### src/rtl/next_pc_ctrl_pkg.sv
// next_pc_ctrl_pkg: shared fetch-stage types and constants
//   INSN_PC_WIDTH / INSN_RESET_VECTOR : instruction address width and boot fetch address
//   NextPCStateType                   : next-PC controller state encoding
//   FETCH_BLOCK_BYTES                 : bytes per fetch block for the default fetch width
package next_pc_ctrl_pkg;
    localparam int INSN_PC_WIDTH = 32;
    localparam logic [31:0] INSN_RESET_VECTOR = 32'h0000_1000;
    localparam int DEFAULT_FETCH_WIDTH = 2;
    localparam int FETCH_BLOCK_BYTES = DEFAULT_FETCH_WIDTH * 4;

    typedef enum logic [1:0] {
        BOOT,
        RUN,
        INTR_PEND
    } NextPCStateType;

    function automatic int fetch_block_bytes(input int fetch_width);
        return fetch_width * 4;
    endfunction
endpackage

### src/rtl/FlipFlopWE.sv
// FlipFlopWE: register with write enable and asynchronous active-high clear
//   clk, rst : clock, async reset (q -> 0)
//   en, d    : load d when en
//   q        : stored value
module FlipFlopWE #(
    parameter int WIDTH = 32
) (
    input  logic             clk,
    input  logic             rst,
    input  logic             en,
    input  logic [WIDTH-1:0] d,
    output logic [WIDTH-1:0] q
);
    always_ff @(posedge clk or posedge rst) begin
        if (rst) q <= '0;
        else if (en) q <= d;
    end
endmodule

### src/rtl/fetch_block_incr.sv
// fetch_block_incr: address of the fetch block following the one containing pc
//   pc      : current fetch address
//   next_pc : block-aligned pc plus one block, wrapping at 2^PC_WIDTH
module fetch_block_incr
    import next_pc_ctrl_pkg::*;
#(
    parameter int PC_WIDTH    = INSN_PC_WIDTH,
    parameter int BLOCK_BYTES = FETCH_BLOCK_BYTES
) (
    input  logic [PC_WIDTH-1:0] pc,
    output logic [PC_WIDTH-1:0] next_pc
);
    localparam logic [PC_WIDTH-1:0] BLOCK = PC_WIDTH'(BLOCK_BYTES);
    assign next_pc = (pc & ~(BLOCK - 1'b1)) + BLOCK;
endmodule

### src/rtl/next_pc_ctrl.sv
// next_pc_ctrl: selects the next fetch PC among flush, interrupt, prediction and sequential
//   stall                    : fetch cannot take a new PC
//   recoverValid/recoverPC   : pipeline flush redirect (zero latency, beats stall)
//   intrValid/intrPC         : interrupt pulse and handler address
//   predTaken/predTarget     : predicted-taken branch in current block
//   pcOut                    : current PC register value
//   pcIn/pcWE                : next PC and PC register write enable
//   fetchValid               : pcOut is a valid fetch address
//   intrAck                  : interrupt redirect written this cycle
module next_pc_ctrl
    import next_pc_ctrl_pkg::*;
#(
    parameter int PC_WIDTH = INSN_PC_WIDTH,
    parameter int FETCH_WIDTH = DEFAULT_FETCH_WIDTH,
    parameter logic [PC_WIDTH-1:0] RESET_VECTOR = INSN_RESET_VECTOR
) (
    input  logic                clk,
    input  logic                rst,
    input  logic                stall,
    input  logic                recoverValid,
    input  logic [PC_WIDTH-1:0] recoverPC,
    input  logic                intrValid,
    input  logic [PC_WIDTH-1:0] intrPC,
    input  logic                predTaken,
    input  logic [PC_WIDTH-1:0] predTarget,
    input  logic [PC_WIDTH-1:0] pcOut,
    output logic [PC_WIDTH-1:0] pcIn,
    output logic                pcWE,
    output logic                fetchValid,
    output logic                intrAck
);
    NextPCStateType state, state_next;
    logic [PC_WIDTH-1:0] seq_pc, intr_latched;
    logic active, apply_intr;

    fetch_block_incr #(
        .PC_WIDTH(PC_WIDTH),
        .BLOCK_BYTES(fetch_block_bytes(FETCH_WIDTH))
    ) u_incr (
        .pc(pcOut),
        .next_pc(seq_pc)
    );

    // Any interrupt that cannot be applied now is remembered; a newer one overwrites it.
    FlipFlopWE #(.WIDTH(PC_WIDTH)) u_intr_latch (
        .clk(clk),
        .rst(rst),
        .en(intrValid && !apply_intr),
        .d(intrPC),
        .q(intr_latched)
    );

    always_ff @(posedge clk or posedge rst) begin
        if (rst) state <= BOOT;
        else state <= state_next;
    end

    always_comb begin
        active     = state != BOOT;
        apply_intr = active && !stall && !recoverValid && (intrValid || state == INTR_PEND);
        pcWE       = active && (recoverValid || !stall);
        fetchValid = active && !recoverValid;
        intrAck    = apply_intr;
        pcIn       = !pcWE        ? seq_pc :
                     recoverValid ? recoverPC :
                     apply_intr   ? (intrValid ? intrPC : intr_latched) :
                     predTaken    ? predTarget : seq_pc;
        state_next = apply_intr ? RUN :
                     intrValid  ? INTR_PEND :
                     !active    ? RUN : state;
    end
endmodule

### config.mk
export PLATFORM = sky130hd
export DESIGN_NAME = next_pc_ctrl
export DESIGN_NICKNAME = d
export VERILOG_FILES = /design/src/rtl/next_pc_ctrl_pkg.sv /design/src/rtl/FlipFlopWE.sv /design/src/rtl/fetch_block_incr.sv /design/src/rtl/next_pc_ctrl.sv
export SDC_FILE = /design/constraint.sdc
export NUM_CORES = 1
export LEC_CHECK = 0
export ABC_CLOCK_PERIOD_IN_PS = 2930
export BUFFER_PORTS_ARGS = -buffer_cell sky130_fd_sc_hd__buf_4
export CAP_MARGIN = 25
export CELL_PAD_IN_SITES_DETAIL_PLACEMENT = 1
export CELL_PAD_IN_SITES_GLOBAL_PLACEMENT = 2
export CORE_AREA = 2 2 113 115
export CTS_BUF_LIST = sky130_fd_sc_hd__clkbuf_4 sky130_fd_sc_hd__clkbuf_8
export CTS_CLUSTER_SIZE = 14
export DETAILED_ROUTE_END_ITERATION = 10
export DIE_AREA = 0 0 115 117
export PLACE_DENSITY = 0.87
export SLEW_MARGIN = 15
export SYNTH_ARGS = -nofsm -noshare
export SYNTH_HDL_FRONTEND = slang
export SYNTH_SLANG_ARGS = --single-unit
### constraint.sdc
create_clock -name clk -period 2.93 [get_ports clk]
set_input_delay 0.586 -clock clk [delete_from_list [all_inputs] [get_ports clk]]
set_output_delay 0.586 -clock clk [all_outputs]
set_load 0.02 [all_outputs]
# After elaboration in Yosys (flattened, before gate mapping)
# Index checks and enable logic that the tools add are counted.
# totals
wordCells,25
output_inout_bits,35
regBits,34
in_bits,134
# op_classes
n_addsub,1
n_reduce_logical,12
mux,8
eq_ne,2
# op_table
operator,n
$mux W32,5
$add A32 B4 Y32 const B,1
$logic_and A1 B1 Y1,6
$mux W2,3
$logic_not A1 Y1,3
$ne A3 B2 Y1 const B,1
$eq A2 B2 Y1 const B,1
$logic_or A1 B1 Y1,2
$reduce_bool A2 Y1,1

# Depth between registers and ports, before layout
# logic_depth
depth_word,7
depth_mapped,8
ltp_nobuf,6

# By module
# A second synthesis with hierarchy kept.
# hier_totals
hier_cells,439
area_unflattened_um2,4175.3
# modules_own_cells
mod,seq_area_each_um2,instances,area_each_um2,cells_each
next_pc_ctrl,50.0,1,2200.9,287
FlipFlopWE,800.8,1,1348.8,69
fetch_block_incr,0.0,1,625.6,83

# Worst setup path before layout
# OpenSTA, ideal clock, no wires.
# synth_path
path_type,input to output
start,input recoverValid
end,output pcIn[22]
path_slack_ns,0.262
required_time_ns,2.344
t_arrival_ns,2.082
cell_stages,6
n_path_buf,2
cell_sequence,buf_2 > o22ai_4 > inv_2 > buf_2 > o41ai_4 > a222oi_1
# synth_between
elab_cells_between_ends,8
classes_between,mux: 3; reduce/logical: 5
# synth_lines
element,line_no,text
"start, declared",next_pc_ctrl.sv:20,"input logic recoverValid,"
$logic_or A1 B1 Y1,next_pc_ctrl.sv:61,pcWE = active && (recoverValid || !stall);
$logic_and A1 B1 Y1,next_pc_ctrl.sv:61,
via pcWE,next_pc_ctrl.sv:28,"output logic pcWE,"
$mux W32,next_pc_ctrl.sv:64,pcIn = !pcWE ? seq_pc :
"end, declared",next_pc_ctrl.sv:27,"output logic [PC_WIDTH-1:0] pcIn,"
# The timed path passes the listed nets, and every way through them passes these cells.

# Final worst setup path
# layout_path
start,register state[0]
end,output pcIn[27]
# layout_between
elab_chain_len,7
elab_cells_between_ends,10
classes_between,eq/ne: 1; mux: 3; reduce/logical: 6
# layout_lines
element,line_no,text
"start, declared",next_pc_ctrl.sv:32,"NextPCStateType state, state_next;"
"start signal, assigned",next_pc_ctrl.sv:55,else state <= state_next;
$reduce_bool A2 Y1,next_pc_ctrl.sv:59,active = state != BOOT;
$logic_and A1 B1 Y1 (3 in series),next_pc_ctrl.sv:60,apply_intr = active && !stall && !recoverValid && (intrValid || state == INTR_PEND);
$mux W32,next_pc_ctrl.sv:66,apply_intr ? (intrValid ? intrPC : intr_latched) :
$mux W32,next_pc_ctrl.sv:65,recoverValid ? recoverPC :
$mux W32 *,next_pc_ctrl.sv:64,
# Every way passes the cells marked *; elsewhere a longest branch is shown, timed or not.

==> run_results.csv <==
group,metric,value,unit
logic_synthesis,synth_cell_types,44,
place,portBuffers,165,
global_routing,grt_usage,0.196,
cts,worstSkewPairLatency,280,ps
place,routabilityCongestion,0.901,
detailed_routing,wl_per_cell,19.8,µm
finish,final_cell_mix,"buf_4 (180), dfrtp_1 (33), mux2i_1 (31)",
cts,clock-root-buffer,"clkbuf_8",
power_and_ir_drop,switching_power,0.694,mW
logic_synthesis,synth_fp_nets,502,
global_routing,busiest_layer,"met2",
power_and_ir_drop,p_comb_frac,0.478,
cts,path_clk_slew,70,ps
global_routing,grt_use_met2,0.356,
timing,hold_viol,0,
place,hpwl,10.5,mm
power_and_ir_drop,leakagePower,2.31,nW
power_and_ir_drop,internal_power,1.26,mW
logic_synthesis,synthCells,367,
global_routing,grt_pass1_vias,3779,
setup_path,critPathKind,"reg -> out",
finish,multi_input_area,2300,µm²
detailed_routing,ant_nets,0,
global_routing,grt_pass1_wl,20.3,mm
global_routing,grt_util_met3,0.0422,
finish,fillerInstances,1482,
floorplan,row_count,41,
setup_path,critPathArrivalTime,2210,ps
floorplan,chipHeight,117,µm
finish,drive_above_1_share,0.452,
timing,setup_viol,0,
finish,area_delta_synth_final,45.9,%
cts,cts_max_path_buffers,2,
timing,finalCritPeriodShare,0.954,
global_routing,use_met1,0.241,
power_and_ir_drop,sequentialPowerShare,0.306,
detailed_routing,viasPerCell,5.24,
finish,final_nets,663,
global_routing,gr-total-overflow,0,
finish,diodes,0,
setup_path,critPathSlowestCell,"dfrtp_2",
power_and_ir_drop,clkPwrFrac,0.217,
setup_path,crit_path_cell_trace,"mux2_2 > nand2_2 > buf_12 > o21ai_0 > a222oi_1 > buf_4",
worst_hold_path,hold_path_class,"in -> async",
setup_path,critical_path_required,2340,ps
logic_synthesis,yosysSeqAreaShare,0.256,
finish,final_common_cell,"buf_4",
floorplan,die_w,115,µm
run_status,outcome,"complete, no violations",
detailed_routing,num_vias,3558,
setup_path,critPathCaptureType,"primary output",
detailed_routing,first_iter_violations,137,
cts,cts_buffers,5,
timing,maxSlewHeadroom,0.568,
floorplan,core,12300,µm²
global_routing,antenna_found_initial,0,
cts,cts_tree,"built",
run,maxCapViolations,0,
timing,fmax,358,MHz
setup_path,cp_slowest_stage_delay,430,ps
power_and_ir_drop,ir_drop,252,µV
floorplan,io_pins,169,
floorplan,initial_core_util,0.270,
logic_synthesis,syn_area,3330,µm²
setup_path,worstPathMaxFanout,33,
cts,h-tree-depth,2,
floorplan,die-area,13500,µm²
detailed_routing,totalWireLength,13.4,mm
detailed_routing,remaining_drc_errors,0,
detailed_routing,drt_pass1_iterations,4,
cts,post_cts_buffers,0,
logic_synthesis,ys_ff_latch,34,
logic_synthesis,syn_avg_cell_area,9.07,µm²
finish,seq_area,852,µm²
global_routing,grt_max_degree,35,
timing,fin_skew,5.69,ps
power_and_ir_drop,power_density,402,nW/µm²
timing,rsz0062_at_grt,"false",
logic_synthesis,yosysWarnings,0,
timing,fin_crit,2800,ps
power_and_ir_drop,switching_share,0.355,
cts,cts_sinks,34,
timing,finalWorstSetupSlack,135,ps
timing,tightest_slew,648,ps
setup_path,critical_path.startpoint_type,"flip-flop",
timing,slew_viol_final,0,
place,dp_worst_setup_slack,151,ps
timing,fin_setup_tns,0,ps
synth_stat cells (all sizes together):
master	instances	area [µm²]
a211oi	1	7.51
a21oi	14	70.1
a222oi	2	20.0
a22oi	16	120
a311oi	8	70.1
a31oi	9	56.3
and3	8	50.1
and4	2	18.8
buf	17	103
clkbuf	10	37.5
dfrtp	34	851
ha	1	12.5
inv	10	37.5
mux2	35	503
mux2i	31	310
nand2	29	126
nand3	26	140
nand3b	13	97.6
nand4	10	75.1
nor2	30	118
nor3	6	41.3
nor4	1	21.3
o211ai	1	7.51
o21ai	13	65.1
o221ai	5	43.8
o22ai	6	51.3
o41a	1	11.3
o41ai	1	27.5
xnor2	10	87.6
xor2	17	149
critical path: cells and delay by family (launching register included):
| family | cells | cell delay [ps] |
|---|---|---|
| flip-flops | 1 | 430 |
| AND/OR/NAND/NOR | 1 | 130 |
| multiplexers | 1 | 360 |
| AO/OA/AOI/OAI | 2 | 580 |
| buffers and inverters | 2 | 410 |
metrics by stage:
stage / hold WS [ps] / instances / utilization / power (mW) / area (µm²)
after global routing: 442 / 679 / 0.395 / 2.07 / 4860
after floorplan: 464 / 367 / - / 1.13 / 3330
after CTS: 418 / 679 / 0.395 / 1.98 / 4860
after global placement: 474 / 671 / 0.386 / 1.52 / 4750
final: 404 / 679 / 0.395 / 1.95 / 4860
after detailed placement: 485 / 671 / 0.386 / 1.54 / 4750
flip-flops by register name, indices dropped and copies added (netlist names):
name / flops
u_intr_latch.q: 32
state: 2
timing repair:
item,in CTS,in global routing
endpoints found under the setup margin,0,7
gates resized for setup,0,1
hold buffers,0,0
final cells by class:
type,instances,area share
clock buffer,5,0.0142
inverter,10,0.00773
clock inverter,3,0.00824
sequential,34,0.175
tap,150,0.0386
timing repair buffer,181,0.282
multi-input combinational,296,0.474
final timing paths:
check | from | end | slack, ps | cells after the start
worst max-delay path | state[0] | pcIn[27] | 130 | 6
worst min-delay path | rst | u_intr_latch.q[1] | 400 | 3
worst max register to register | state[1] | u_intr_latch.q[15] | 910 | 5
worst min register to register | u_intr_latch.q[16] | u_intr_latch.q[16] | 500 | 1
max in group asynchronous | rst | state[0] | 2190 | 3
min in group clk | u_intr_latch.q[16] | u_intr_latch.q[16] | 500 | 1
power by group through the flow:
| stage | combinational [mW] | clock (mW) | sequential (mW) |
|---|---|---|---|
| finish | 0.933 | 0.423 | 0.597 |
| global route | 1.01 | 0.457 | 0.605 |
| CTS | 0.942 | 0.439 | 0.596 |
| detailed placement | 0.938 | 0 | 0.603 |
| global placement | 0.920 | 0 | 0.596 |
| floorplan | 0.540 | 0 | 0.588 |
cell families after synthesis:
family                     synth area share
DFF                                   0.256
buffers and inverters                0.0534
muxes                                 0.244
AOI/OAI and AO/OA                     0.165
and+or+nand+nor                       0.207
xor gates and xnor gates             0.0710
adders and majority gates           0.00376
routing by layer:
layer  share of wire  vias to the layer above
li1                -                     1692
met1            0.42                     1726
met2            0.50                      125
met3           0.061                       15
met4           0.015                        0
met5               0                        -
Note: power is estimated with default switching activity, not from simulation.
